`src/rtl/lib_allocator_islip_multi_if.sv`:
```
// Request/grant bundle between the VOQ request logic and the iSLIP allocator.
//   i_start    : start an allocation (sampled by the allocator only when idle)
//   i_request  : N vectors of M bits, i_request[n][m] = input n wants output m
//   o_busy     : allocation in progress or result being reported
//   o_done     : one-cycle pulse, o_grant is complete
//   o_grant    : M vectors of N bits, o_grant[m][n] = output m matched to input n
// master = requester side, slave = allocator side.
interface lib_allocator_islip_multi_if #(
  parameter int unsigned N = 4,
  parameter int unsigned M = 4
);
  logic         i_start;
  logic [M-1:0] i_request [N];
  logic         o_busy;
  logic         o_done;
  logic [N-1:0] o_grant [M];

  modport master (
    output i_start,
    output i_request,
    input  o_busy,
    input  o_done,
    input  o_grant
  );

  modport slave (
    input  i_start,
    input  i_request,
    output o_busy,
    output o_done,
    output o_grant
  );
endinterface

```
`src/rtl/lib_allocator_islip_multi.sv`:
```
// Iterative NxM iSLIP allocator. One request-grant-accept iteration per cycle, up to ITER
// iterations, building a conflict-free matching in o_grant.
// Ports:
//   clk     : clock, rising edge
//   reset_n : asynchronous active-low reset
//   bus     : slave side of lib_allocator_islip_multi_if (start/request in, busy/done/grant out)
module lib_allocator_islip_multi #(
  parameter int unsigned N    = 4,
  parameter int unsigned M    = 4,
  parameter int unsigned ITER = 3
) (
  input logic                        clk,
  input logic                        reset_n,
  lib_allocator_islip_multi_if.slave bus
);

  localparam int unsigned GntPtrW = $clog2(N);
  localparam int unsigned AccPtrW = $clog2(M);
  localparam int unsigned CntW    = $clog2(ITER + 1);
  localparam int unsigned MaxW    = (N > M) ? N : M;

  typedef enum logic [1:0] {StIdle, StIterate, StDone} state_e;

  // First set bit of cand at or after ptr, wrapping to the lowest set bit otherwise.
  function automatic logic [MaxW-1:0] rr_pick(input logic [MaxW-1:0] cand,
                                              input int unsigned   ptr);
    logic [MaxW-1:0] hi;
    logic [MaxW-1:0] lo;
    hi = '0;
    lo = '0;
    for (int unsigned j = 0; j < MaxW; j++) begin
      if (cand[j] && (lo == '0)) lo[j] = 1'b1;
      if (cand[j] && (hi == '0) && (j >= ptr)) hi[j] = 1'b1;
    end
    return (hi != '0) ? hi : lo;
  endfunction

  state_e             state_q;
  logic [CntW-1:0]    cnt_q;
  logic               busy_q;
  logic               done_q;
  logic [M-1:0]       req_q   [N];
  logic [N-1:0]       grant_q [M];
  logic [GntPtrW-1:0] g_q     [M];
  logic [AccPtrW-1:0] a_q     [N];

  logic [N-1:0]       in_matched;
  logic [M-1:0]       out_matched;
  logic [MaxW-1:0]    gnt_cand [M];
  logic [MaxW-1:0]    gnt_pick [M];
  logic [MaxW-1:0]    acc_cand [N];
  logic [MaxW-1:0]    acc_pick [N];
  logic [N-1:0]       grant_d  [M];
  logic [GntPtrW-1:0] g_d      [M];
  logic [AccPtrW-1:0] a_d      [N];
  logic               any_new;

  // One iSLIP iteration from the registered match state.
  always_comb begin
    for (int unsigned m = 0; m < M; m++) begin
      out_matched[m] = |grant_q[m];
    end
    for (int unsigned n = 0; n < N; n++) begin
      in_matched[n] = 1'b0;
      for (int unsigned m = 0; m < M; m++) begin
        in_matched[n] = in_matched[n] | grant_q[m][n];
      end
    end

    // Grant: each unmatched output picks among still-unmatched requesting inputs.
    for (int unsigned m = 0; m < M; m++) begin
      gnt_cand[m] = '0;
      for (int unsigned n = 0; n < N; n++) begin
        gnt_cand[m][n] = req_q[n][m] & ~in_matched[n] & ~out_matched[m];
      end
      gnt_pick[m] = rr_pick(gnt_cand[m], 32'(g_q[m]));
    end

    // Accept: each input picks one of the outputs that granted it.
    for (int unsigned n = 0; n < N; n++) begin
      acc_cand[n] = '0;
      for (int unsigned m = 0; m < M; m++) begin
        acc_cand[n][m] = gnt_pick[m][n];
      end
      acc_pick[n] = rr_pick(acc_cand[n], 32'(a_q[n]));
    end

    any_new = 1'b0;
    grant_d = grant_q;
    g_d     = g_q;
    a_d     = a_q;
    for (int unsigned n = 0; n < N; n++) begin
      for (int unsigned m = 0; m < M; m++) begin
        if (acc_pick[n][m]) begin
          grant_d[m][n] = 1'b1;
          any_new       = 1'b1;
          // Pointers only move on first-iteration accepts; this is what desynchronises them.
          if (cnt_q == CntW'(1)) begin
            g_d[m] = GntPtrW'((n + 1) % N);
            a_d[n] = AccPtrW'((m + 1) % M);
          end
        end
      end
    end
  end

  always_ff @(posedge clk or negedge reset_n) begin
    if (!reset_n) begin
      state_q <= StIdle;
      cnt_q   <= '0;
      busy_q  <= 1'b0;
      done_q  <= 1'b0;
      req_q   <= '{default: '0};
      grant_q <= '{default: '0};
      g_q     <= '{default: '0};
      a_q     <= '{default: '0};
    end else begin
      unique case (state_q)
        StIdle: begin
          done_q <= 1'b0;
          if (bus.i_start) begin
            req_q   <= bus.i_request;
            grant_q <= '{default: '0};
            cnt_q   <= CntW'(1);
            busy_q  <= 1'b1;
            state_q <= StIterate;
          end
        end
        StIterate: begin
          grant_q <= grant_d;
          g_q     <= g_d;
          a_q     <= a_d;
          if ((cnt_q == CntW'(ITER)) || !any_new) begin
            done_q  <= 1'b1;
            state_q <= StDone;
          end else begin
            cnt_q <= cnt_q + CntW'(1);
          end
        end
        StDone: begin
          done_q  <= 1'b0;
          busy_q  <= 1'b0;
          state_q <= StIdle;
        end
        default: begin
          done_q  <= 1'b0;
          busy_q  <= 1'b0;
          state_q <= StIdle;
        end
      endcase
    end
  end

  assign bus.o_busy  = busy_q;
  assign bus.o_done  = done_q;
  assign bus.o_grant = grant_q;

endmodule

```
`src/flat_wrapper.sv`:
```
// flat-port wrapper written by rule: the top's interface ports become plain ports
module lib_allocator_islip_multi_flat 
#(
  parameter int unsigned N    = 4,
  parameter int unsigned M    = 4,
  parameter int unsigned ITER = 3
)
  (clk, reset_n, bus_i_start, bus_i_request, bus_o_busy, bus_o_done, bus_o_grant);
  lib_allocator_islip_multi_if #(.N(N), .M(M)) bus_i ();
  input logic clk;
  input logic reset_n;
  input wire logic [$bits(bus_i.i_start)-1:0] bus_i_start;
  input wire logic [$bits(bus_i.i_request)-1:0] bus_i_request;
  output wire logic [$bits(bus_i.o_busy)-1:0] bus_o_busy;
  output wire logic [$bits(bus_i.o_done)-1:0] bus_o_done;
  output wire logic [$bits(bus_i.o_grant)-1:0] bus_o_grant;
  assign bus_i.i_start = bus_i_start;
  assign bus_i.i_request = {>>{bus_i_request}};
  assign bus_o_busy = bus_i.o_busy;
  assign bus_o_done = bus_i.o_done;
  assign bus_o_grant = {>>{bus_i.o_grant}};
  lib_allocator_islip_multi #(.N(N), .M(M), .ITER(ITER)) u_core (.clk(clk), .reset_n(reset_n), .bus(bus_i));
endmodule
```
`config.mk`:
```
export PLATFORM = sky130hd
export DESIGN_NAME = lib_allocator_islip_multi_flat
export DESIGN_NICKNAME = d
export VERILOG_FILES = /design/src/rtl/lib_allocator_islip_multi_if.sv /design/src/rtl/lib_allocator_islip_multi.sv /design/src/flat_wrapper.sv
export SDC_FILE = /design/constraint.sdc
export NUM_CORES = 1
export LEC_CHECK = 0
export ABC_AREA = 0
export CAP_MARGIN = 20
export CORE_ASPECT_RATIO = 1.4
export CORE_MARGIN = 10
export CORE_UTILIZATION = 60
export DETAILED_ROUTE_END_ITERATION = 12
export MAX_ROUTING_LAYER = met4
export PLACE_DENSITY = 0.83
export SLEW_MARGIN = 30
export SYNTH_ARGS = -nofsm -noshare
export SYNTH_HDL_FRONTEND = slang
export SYNTH_SLANG_ARGS = --single-unit
export TNS_END_PERCENT = 30
```
`constraint.sdc`:
```
create_clock -name clk -period 6 [get_ports clk]
set_input_delay 0.9 -clock clk [delete_from_list [all_inputs] [get_ports clk]]
set_output_delay 0.9 -clock clk [all_outputs]
set_load 0.01 [all_outputs]
```
==> results.md, run 1 <==
- Startpoint types: flip-flop
- Residual DRC count: 0
- Root Buffer: clkbuf_8
- Row cnt: 33
- Slew margin rel.: 42.2%
- Area share of the largest cell type after synthesis: 36.6%
- Clk network pwr share: 7.8%
- CP Cell Sequence: nor4_4 > a221oi_1 > o311ai_1 > and3_1 > nor4b_4 > a41o_1 > or2_4 > mux2i_1
- Cell Int Power: 1.35 mW
- Post-Place Cells: 498
- Num ports: 37
- Postcts setup bufs: 0
- Seq/Total Area, Yosys: 36.6%
- GRT Resource Usage Total: 22.6%
- Cell leakage power: 1.68 nW
- Drt wl/cell: 21.3 um
- Total power: 2.79 mW
- RSZ-0062 raised after global routing: false
- Class of the tightest hold or removal check: reg -> reg
- Layout cells sized above 1: 13.1%
- DPL Wire Length: 8.06 mm
- Largest cells by area after synthesis: dfrtp_1 (37%), mux2_2 (4.9%), o21ai_0 (4.7%)
- CTS resizes: 0
- CORE AREA: 5900 um2
- Largest net degree at the start of global routing: 55
- Final nets: 456
- Fin. Hold Viols: 0
- Top fanout value on the critical path: 13
- DR iter-0 viols: 294
- H-tree depth: 2
- Synth-to-Final Area Change: 13.0%
- Clock slew at reported path FFs: 0.10 ns
- Antenna diodes: 0
- GPL Wtd Cong: 1.00
- Syn nets: 425
- Minimum clock period: 3.14 ns
- Hold buffers post-CTS: 0
- Post-synth top area cell: dfrtp_1
- Max-cap violations: 0
- Die Ht: 113 um
- Final Util: 70.6%
- Port Buffers: 36
- Yosys warning total: 0
- Synthesized cell area: 3690 um2
- Worst slew pin tran: 0.866 ns
- Max-slew violation count: 0
- Sw Share: 51.7%
- Part of the power in combinational logic: 63.7%
- Clk_lat worst skew: 0.32 ns
- Final Cycle Share: 52.4%
- Vias in the first global route: 3388
- Setup tns final: 0 ns
- # setup viols final: 0
- Max incr delay on CP: 0.72 ns
- CTS Buf Count: 5
- Status: finished, final reports clean
- CTS tree: done
- Count leader, synth: dfrtp_1
- Crit path max-delay cell type: nor4_4
- Reg power frac: 28.5%
- Worst IR Drop VDD: 425 uV
- Worst EP required: 6.25 ns
- Worst Skew: 0.0104 ns
- Post-synth top flop: dfrtp_1
- Synth unique cells: 76
- Synth Instances: 404
- Share of flip-flops with an asynchronous set or reset: 100%
- Initial antenna violation count: 0
- Setup Crit Path Kind: reg -> reg
- Number of flops mapped to enable cells by yosys: 0
- Routed vias: 3493
- Worst Setup End Kind: flip-flop
- Initial Util: 62.5%
- Clock Tree Buf Depth: 2
- Post-synth top cells: dfrtp_1 (54), nand2_1 (39), o21ai_0 (35)
- Die W: 86.3 um
- F_max: 318 MHz
- DIE AREA: 9730 um2
- Net Sw Power: 1.44 mW
- Cell Pwr Density: 669 nW/um2
- Mean Syn Cell Area: 9.13 um2
- Drt total wl: 10.8 mm
- Global route overflow: 0
- Routed Antenna Nets: 0
- Pre-antenna DRT Iters: 5
- Vias per inst: 6.90
- Flops & latches, synth: 54
- First-pass GRT wire length: 17.4 mm
- Non-filler cells, final: 506
- Clock sinks: 54
- CP arrival: 3.39 ns
- Fill cells: 482
[kinds of logic (layout without fill, tap and decap cells)]
| family | Yosys count | after routing | synth area share (%) |
|---|---|---|---|
| AOI/OAI and AO/OA | 162 | 162 | 32.5 |
| adders and majority gates | 2 | 2 | 0.678 |
| buffers and inverters | 38 | 70 | 4.58 |
| DFF | 54 | 54 | 36.6 |
| muxes | 18 | 18 | 5.43 |
| and+or+nand+nor | 130 | 130 | 20.2 |
[placed cells by master, fill, tap and decap left out, types with 4 or more instances in the layout]
cell / instances
dfrtp_1: 54
nand2_1: 39
o21ai_0: 35
clkdlybuf4s50_1: 35
a21oi_1: 27
nor2_1: 27
inv_1: 23
mux2_2: 16
nor3_1: 12
nand3_1: 11
a32oi_1: 8
a21o_1: 8
a22oi_1: 6
o31ai_1: 6
o211ai_1: 6
clkbuf_8: 6
nor2b_1: 5
o221ai_1: 5
a31oi_1: 5
a22o_1: 5
nor4_1: 4
and3_1: 4
o22ai_1: 4
o22a_1: 4
[layer usage]
metal	part of all wire (%)	GRT usage (%)	wire length, um	vias up
li1	-	-	-	1620
met1	40	26.1	4320	1655
met2	47	35.5	5070	177
met3	7.6	5.17	814	41
met4	5.2	11.8	555	0
met5	0	-	0	-
[layout make-up]
class                      instances  area, um2  share of cell area (%)
timing repair buffer              39        378                    9.07
clock inverter                     2       12.5                   0.300
tap                               70       87.6                    2.10
multi-input combinational        312       2170                    52.1
sequential                        54       1350                    32.4
inverter                          23       86.3                    2.07
clock buffer                       6       82.6                    1.98
[metrics by stage]
step	setup WS, ns	hold slack (ns)	instance area (um2)
after floorplan	3.51	0.470	3690
after global placement	2.93	0.493	4070
after detailed placement	2.90	0.502	4070
after CTS	2.87	0.530	4170
after global routing	2.57	0.556	4170
final	2.86	0.531	4170
[worst max-delay path, delay by kind of cell, from the launching register on]
kind | cells | cell delay [ns]
multiplexers | 1 | 0.17
AND/OR/NAND/NOR | 4 | 1.35
flip-flops | 1 | 0.47
AO/OA/AOI/OAI | 3 | 1.08
[power by group through the flow]
stage | registers, mW | logic [mW] | clock network (mW)
finish | 0.793 | 1.78 | 0.217
detailed placement | 0.788 | 1.75 | 0
global placement | 0.781 | 1.71 | 0
global route | 0.816 | 1.95 | 0.230
floorplan | 0.703 | 1.38 | 0
CTS | 0.782 | 1.76 | 0.220
[worst paths after layout]
check / from / endpoint / slack, ns / cells after the start
worst max register to register: u_core.bus.o_grant[13]$_DFFE_PN0P_ / u_core.cnt_q[1]$_DFFE_PN0P_ / 2.86 / 8
worst min register to register: u_core.cnt_q[0]$_DFFE_PN0P_ / u_core.cnt_q[0]$_DFFE_PN0P_ / 0.53 / 1
worst min-delay path: u_core.cnt_q[0]$_DFFE_PN0P_ / u_core.cnt_q[0]$_DFFE_PN0P_ / 0.53 / 1
min in group asynchronous: reset_n / u_core.req_q[10]$_DFFE_PN0P_ / 0.69 / 2
worst max-delay path: u_core.bus.o_grant[13]$_DFFE_PN0P_ / u_core.cnt_q[1]$_DFFE_PN0P_ / 2.86 / 8
max in group asynchronous: reset_n / u_core.req_q[12]$_DFFE_PN0P_ / 4.84 / 2
Power figures use the tool's default switching activity.
==> run 2, diff against run 1 <==
--- a/config.mk
+++ b/config.mk
@@ -9,10 +9,10 @@
 export CAP_MARGIN = 20
 export CORE_ASPECT_RATIO = 1.4
 export CORE_MARGIN = 10
-export CORE_UTILIZATION = 60
+export CORE_UTILIZATION = 58
 export DETAILED_ROUTE_END_ITERATION = 12
 export MAX_ROUTING_LAYER = met4
-export PLACE_DENSITY = 0.83
+export PLACE_DENSITY = 0.81
 export SLEW_MARGIN = 30
 export SYNTH_ARGS = -nofsm -noshare
 export SYNTH_HDL_FRONTEND = slang
==> constraint.sdc (replaced) <==
create_clock -name clk -period 3.1 [get_ports clk]
set_input_delay 0.465 -clock clk [delete_from_list [all_inputs] [get_ports clk]]
set_output_delay 0.465 -clock clk [all_outputs]
set_load 0.01 [all_outputs]
==> results.md, run 2 (synthesized netlist as in run 1, its figures left out) <==
- Pre-antenna DRT Iters: 6 (was 5)
- Worst Skew: 0.00806 ns (was 0.0104 ns)
- Startpoint types: flip-flop (unchanged)
- Layout cells sized above 1: 15.2% (was 13.1%)
- RSZ-0062 raised after global routing: false (unchanged)
- Setup tns final: 0 ns (unchanged)
- Synth-to-Final Area Change: 16.1% (was 13.0%)
- Worst Setup End Kind: flip-flop (unchanged)
- DR iter-0 viols: 480 (was 294)
- Max incr delay on CP: 0.69 ns (was 0.72 ns)
- Residual DRC count: 0 (unchanged)
- Minimum clock period: 2.95 ns (was 3.14 ns)
- Pre-CTS setup slack: 0.207 ns (was 2.90 ns)
- Setup slack after layout: 0.151 ns (was 2.86 ns)
- Slew margin rel.: 51.8% (was 42.2%)
- Num ports: 37 (unchanged)
- Root Buffer: clkbuf_8 (unchanged)
- Die Ht: 114 um (was 113 um)
- Commonest cells after routing, fill and taps aside: dfrtp_1 (54), nand2_1 (39), o21ai_0 (35), clkdlybuf4s50_1 (35) (unchanged)
- Global route overflow: 0 (unchanged)
- Worst slew pin tran: 0.716 ns (was 0.866 ns)
- Clk_lat worst skew: 0.31 ns (was 0.32 ns)
- Worst EP required: 3.34 ns (was 6.25 ns)
- DP Area: 4170 um2 (was 4070 um2)
- Max-cap violations: 0 (unchanged)
- Class of the tightest hold or removal check: in -> async (was reg -> reg)
- Met3 WL post-DR: 971 um (was 814 um)
- CP arrival: 3.19 ns (was 3.39 ns)
- CORE AREA: 6210 um2 (was 5900 um2)
- Drt wl/cell: 21.8 um (was 21.3 um)
- DR WL met2: 5.53 mm (was 5.07 mm)
- Port Buffers: 36 (unchanged)
- Largest net degree at the start of global routing: 55 (unchanged)
- CTS tree: done (unchanged)
- Final Cycle Share: 95.1% (was 52.4%)
- Routed vias: 3622 (was 3493)
- Routed Antenna Nets: 0 (unchanged)
- Row cnt: 34 (was 33)
- WHS: 0.278 ns (was 0.531 ns)
- Clock Tree Buf Depth: 2 (unchanged)
- Postcts setup bufs: 0 (unchanged)
- Clock slew at reported path FFs: 0.10 ns (about the same)
- GPL Wtd Cong: 1.06 (was 1.00)
- Total power: 5.67 mW (was 2.79 mW)
- Worst path bufs/invs: 0 (unchanged)
- Die W: 87.4 um (was 86.3 um)
- # setup viols final: 0 (unchanged)
- Vias in the first global route: 3498 (was 3388)
- Final nets: 467 (was 456)
- Vias per inst: 6.98 (was 6.90)
- Max-slew violation count: 0 (unchanged)
- Crit path max-delay cell type: nor4_1 (was nor4_4)
- Worst IR Drop VDD: 734 uV (was 425 uV)
- Initial antenna violation count: 0 (unchanged)
- GRT Resource Usage Total: 23.6% (was 22.6%)
- DPL Wire Length: 8.68 mm (was 8.06 mm)
- Fin. Hold Viols: 0 (unchanged)
- Clock sinks: 54 (unchanged)
- CP delay by family, top: compound AO/OA/AOI/OAI gates (was simple AND/OR/NAND/NOR gates)
- Hold buffers post-CTS: 0 (unchanged)
- Drt total wl: 11.3 mm (was 10.8 mm)
- Cell Pwr Density: 1320 nW/um2 (was 669 nW/um2)
- Cell leakage power: 1.74 nW (was 1.68 nW)
- Top fanout value on the critical path: 7 (was 13)
- Antenna diodes: 0 (unchanged)
- CP Cell Sequence: nor4_1 > o41ai_1 > a211o_2 > o31ai_1 > a41o_1 > or2_4 > mux2i_1 (was nor4_4 > a221oi_1 > o311ai_1 > and3_1 > nor4b_4 > a41o_1 > or2_4 > mux2i_1)
- Status: finished, final reports clean (unchanged)
- H-tree depth: 2 (unchanged)
- F_max: 339 MHz (was 318 MHz)
- CTS Buf Count: 5 (unchanged)
- Wl on met1: 4.43 mm (was 4.32 mm)
- Most common library cell in the layout ignoring fill and taps: dfrtp_1 (unchanged)
- First-pass GRT wire length: 18.3 mm (was 17.4 mm)
- Cell area after layout: 4290 um2 (was 4170 um2)
- Setup Crit Path Kind: reg -> reg (unchanged)
- Top layer in use: met4 (unchanged)
- DIE AREA: 10000 um2 (was 9730 um2)
- Initial Util: 59.4% (was 62.5%)
==> run 2: cell types whose count changed in the layout (fill, tap and decap cells not counted), sizes merged <==
cell	previous run	this run
buf	4	15
bufinv	0	1
clkinv	1	0
==> run 2: worst paths after layout <==
kind                                                    startpoint                      endpoint  slack [ns]  cells past startpoint
worst max-delay path            u_core.bus.o_grant[12]$_DFFE_PN0P_   u_core.cnt_q[0]$_DFFE_PN0P_        0.15                      7
worst min-delay path                                       reset_n  u_core.req_q[14]$_DFFE_PN0P_        0.28                      2
worst max register to register  u_core.bus.o_grant[12]$_DFFE_PN0P_   u_core.cnt_q[0]$_DFFE_PN0P_        0.15                      7
worst min register to register         u_core.cnt_q[0]$_DFFE_PN0P_   u_core.cnt_q[0]$_DFFE_PN0P_        0.53                      1
max in group asynchronous                                  reset_n                     async pin        2.37                      2
min in group clk                       u_core.cnt_q[0]$_DFFE_PN0P_   u_core.cnt_q[0]$_DFFE_PN0P_        0.53                      1
==> run 2: metal layers <==
layer,track usage [%],vias up
met5,-,-
met4,8.96,0
met3,3.92,33
met2,37.7,199
met1,28.9,1751
li1,-,1639
==> run 2: power by group <==
part / switching (mW) / total (mW) / internal, mW
clock network: 0.237 / 0.478 / 0.241
registers: 0.541 / 1.55 / 1.01
logic: 2.10 / 3.64 / 1.53
==> run 2: cell type report <==
class	count	area (um2)
clock inverters	2	37.5
well taps	72	90.1
flip-flops and latches	54	1350
clock buffers	6	72.6
fillers	514	1930
repair buffers	50	473
inverters	23	86.3
multi-input cells	312	2170
==> run 2: through the flow <==
| stage | util (%) | instances |
|---|---|---|
| global route | 69.0 | 519 |
| CTS | 68.9 | 519 |
| floorplan | - | 404 |
| detailed placement | 67.1 | 511 |
| global placement | 67.1 | 511 |
| finish | 69.0 | 519 |
==> run 2: what timing repair did <==
item | CTS | global route
endpoints found under the setup margin | 0 | 5
gates resized for setup | 0 | 1
hold endpoints to repair | 0 | 0
==> run 3, diff against run 2 <==
--- a/config.mk
+++ b/config.mk
@@ -9,12 +9,11 @@
 export CAP_MARGIN = 20
 export CORE_ASPECT_RATIO = 1.4
 export CORE_MARGIN = 10
-export CORE_UTILIZATION = 58
+export CORE_UTILIZATION = 52
 export DETAILED_ROUTE_END_ITERATION = 12
 export MAX_ROUTING_LAYER = met4
-export PLACE_DENSITY = 0.81
+export PLACE_DENSITY = 0.77
 export SLEW_MARGIN = 30
 export SYNTH_ARGS = -nofsm -noshare
 export SYNTH_HDL_FRONTEND = slang
 export SYNTH_SLANG_ARGS = --single-unit
-export TNS_END_PERCENT = 30
==> constraint.sdc (replaced) <==
create_clock -name clk -period 2.5 [get_ports clk]
set_input_delay 0.375 -clock clk [delete_from_list [all_inputs] [get_ports clk]]
set_output_delay 0.375 -clock clk [all_outputs]
set_load 0.01 [all_outputs]
==> results.md, run 3 (synthesized netlist as in run 1, its figures left out) <==
- Status: finished with violations (was finished, final reports clean)
- Failing checks: negative setup slack
- Setup slack after layout: -0.154 ns (was 0.151 ns)
- Largest net degree at the start of global routing: 30 (was 55)
- Minimum clock period: 2.65 ns (was 2.95 ns)
- RSZ-0062 raised after global routing: true (was false)
- H-tree depth: 2 (unchanged)
- Cell area after layout: 5400 um2 (was 4290 um2)
- CP delay by family, top: compound AO/OA/AOI/OAI gates (unchanged)
- Final Util: 77.8% (was 69.0%)
- Class of the tightest hold or removal check: in -> async (unchanged)
- DIE AREA: 10900 um2 (was 10000 um2)
- Vias in the first global route: 3939 (was 3498)
- Clock sinks: 54 (unchanged)
- Most common library cell in the layout ignoring fill and taps: buf_4 (was dfrtp_1)
- Vias per inst: 6.41 (was 6.98)
- Port Buffers: 36 (unchanged)
- Max incr delay on CP: 0.53 ns (was 0.69 ns)
- Residual DRC count: 0 (unchanged)
- Clk_lat worst skew: 0.32 ns (was 0.31 ns)
- Die Ht: 120 um (was 114 um)
- Setup tns final: -1.26 ns (was 0 ns)
- F_max: 377 MHz (was 339 MHz)
- Drt wl/cell: 21.7 um (was 21.8 um)
- Crit path max-delay cell type: or4_4 (was nor4_1)
- Die W: 91.2 um (was 87.4 um)
- Max-cap violations: 0 (unchanged)
- Startpoint types: flip-flop (unchanged)
- Global route overflow: 0 (unchanged)
- GPL Wtd Cong: 0.962 (was 1.06)
- DR iter-0 viols: 336 (was 480)
- Cell leakage power: 2.28 nW (was 1.74 nW)
- GRT Resource Usage Total: 24.3% (was 23.6%)
- Worst EP required: 2.72 ns (was 3.34 ns)
- First-pass GRT wire length: 20.7 mm (was 18.3 mm)
- Clk network pwr share: 5.8% (was 8.4%)
- Worst slew pin tran: 0.717 ns (was 0.716 ns)
- DP Area: 4790 um2 (was 4170 um2)
- DPL Wire Length: 9.93 mm (was 8.68 mm)
- Non-filler cells, final: 638 (was 519)
- Root Buffer: clkbuf_8 (unchanged)
- Top fanout value on the critical path: 5 (was 7)
- Post-Place Cells: 611 (was 511)
- # setup viols final: 20 (was 0)
- Net Sw Power: 4.51 mW (was 2.88 mW)
- Reg power frac: 20.6% (was 27.4%)
- Total power: 9.30 mW (was 5.67 mW)
- Worst Setup End Kind: flip-flop (unchanged)
- Slew margin rel.: 52.2% (was 51.8%)
- Initial Util: 53.2% (was 59.4%)
- Final nets: 563 (was 467)
- Routed Antenna Nets: 0 (unchanged)
- Row cnt: 36 (was 34)
- Worst Skew: 0.0123 ns (was 0.00806 ns)
- WHS: 0.490 ns (was 0.278 ns)
- Num ports: 37 (unchanged)
- Layout cells sized above 1: 38.3% (was 15.2%)
- Part of the power in combinational logic: 73.6% (was 64.2%)
- Fill cells: 513 (was 514)
- CORE AREA: 6940 um2 (was 6210 um2)
- Initial antenna violation count: 0 (unchanged)
- CP Cell Sequence: or4_4 > a41oi_2 > buf_4 > o2111ai_4 > a21boi_2 > o31ai_4 > a41o_1 > or2_4 > mux2i_1 (was nor4_1 > o41ai_1 > a211o_2 > o31ai_1 > a41o_1 > or2_4 > mux2i_1)
- Clock slew at reported path FFs: 0.11 ns (was 0.10 ns)
- Cell Int Power: 4.80 mW (was 2.79 mW)
- Antenna diodes: 0 (unchanged)
- Final Cycle Share: 106% (was 95.1%)
- Routed vias: 4090 (was 3622)
- Pre-CTS setup slack: -0.153 ns (was 0.207 ns)
- Synth-to-Final Area Change: 46.4% (was 16.1%)
- Sw Share: 48.4% (was 50.8%)
- Worst IR Drop VDD: 1220 uV (was 734 uV)
- Commonest cells after routing, fill and taps aside: buf_4 (90), dfrtp_1 (50), nand2_1 (37) (was dfrtp_1 (54), nand2_1 (39), o21ai_0 (35), clkdlybuf4s50_1 (35))
- CTS Buf Count: 5 (unchanged)
- Pre-antenna DRT Iters: 5 (was 6)
- Clock Tree Buf Depth: 2 (unchanged)
- Worst path bufs/invs: 1 (was 0)
- CTS tree: done (unchanged)
- CP arrival: 2.87 ns (was 3.19 ns)
- Setup Crit Path Kind: reg -> reg (unchanged)
- Max-slew violation count: 0 (unchanged)
- Cell Pwr Density: 1720 nW/um2 (was 1320 nW/um2)
- Drt total wl: 13.9 mm (was 11.3 mm)
- Fin. Hold Viols: 0 (unchanged)
run 3: cell type report:
cell class	instances	area, um2	share of cell area (%)
Inverter	23	86.3	1.60
Timing Repair Buffer	146	1270	23.6
Clock buffer	5	68.8	1.27
Multi-Input combinational cell	312	2470	45.7
Sequential cell	54	1360	25.1
Clock inverter	3	27.5	0.510
Tap cell	95	119	2.20
run 3: worst register-to-register path, cell delays in order (launching register included):
cell and delay [ns]:
dfrtp_2 0.49, or4_4 0.54, a41oi_2 0.23, buf_4 0.16, o2111ai_4 0.16, a21boi_2 0.24
o31ai_4 0.10, a41o_1 0.26, or2_4 0.25, mux2i_1 0.12
run 3: path summary, 6_finish.rpt:
kind	slack [ns]	start	cells past startpoint	to
min	0.49	reset_n	2	u_core.bus.o_grant[3]$_DFFE_PN0P_
max reg2reg	-0.15	u_core.bus.o_grant[3]$_DFFE_PN0P_	9	u_core.cnt_q[1]$_DFFE_PN0P_
min reg2reg	0.54	u_core.cnt_q[0]$_DFFE_PN0P_	1	u_core.cnt_q[0]$_DFFE_PN0P_
min in group clk	0.54	u_core.cnt_q[0]$_DFFE_PN0P_	1	u_core.cnt_q[0]$_DFFE_PN0P_
max	-0.15	u_core.bus.o_grant[3]$_DFFE_PN0P_	9	u_core.cnt_q[1]$_DFFE_PN0P_
max in group asynchronous	1.33	reset_n	3	u_core.req_q[7]$_DFFE_PN0P_
run 3: what timing repair did:
item,4_1_cts,5_1_grt
pin swaps,22,22
gates resized for setup,34,55
setup endpoints to repair,20,32
endpoints found under the hold margin,16,0
setup buffers,12,6
hold buffers,1,0
cloned,0,1
run 3: power by group through the flow:
stage / Clock, mW / Combinational [mW] / Sequential [mW]
3_5_place_dp: 0 / 5.56 / 1.83
5_1_grt: 0.583 / 7.28 / 1.95
6_report: 0.540 / 6.85 / 1.92
2_1_floorplan: 0 / 3.31 / 1.69
4_1_cts: 0.546 / 6.09 / 1.82
3_3_place_gp: 0 / 5.47 / 1.81
run 3: metal layers:
metal,GRT usage (%),vias up,wire length [um]
met5,-,-,0
met2,40.8,200,7020
li1,-,1832,-
met3,4.43,63,885
met1,26.8,1995,5150
met4,12.9,0,805
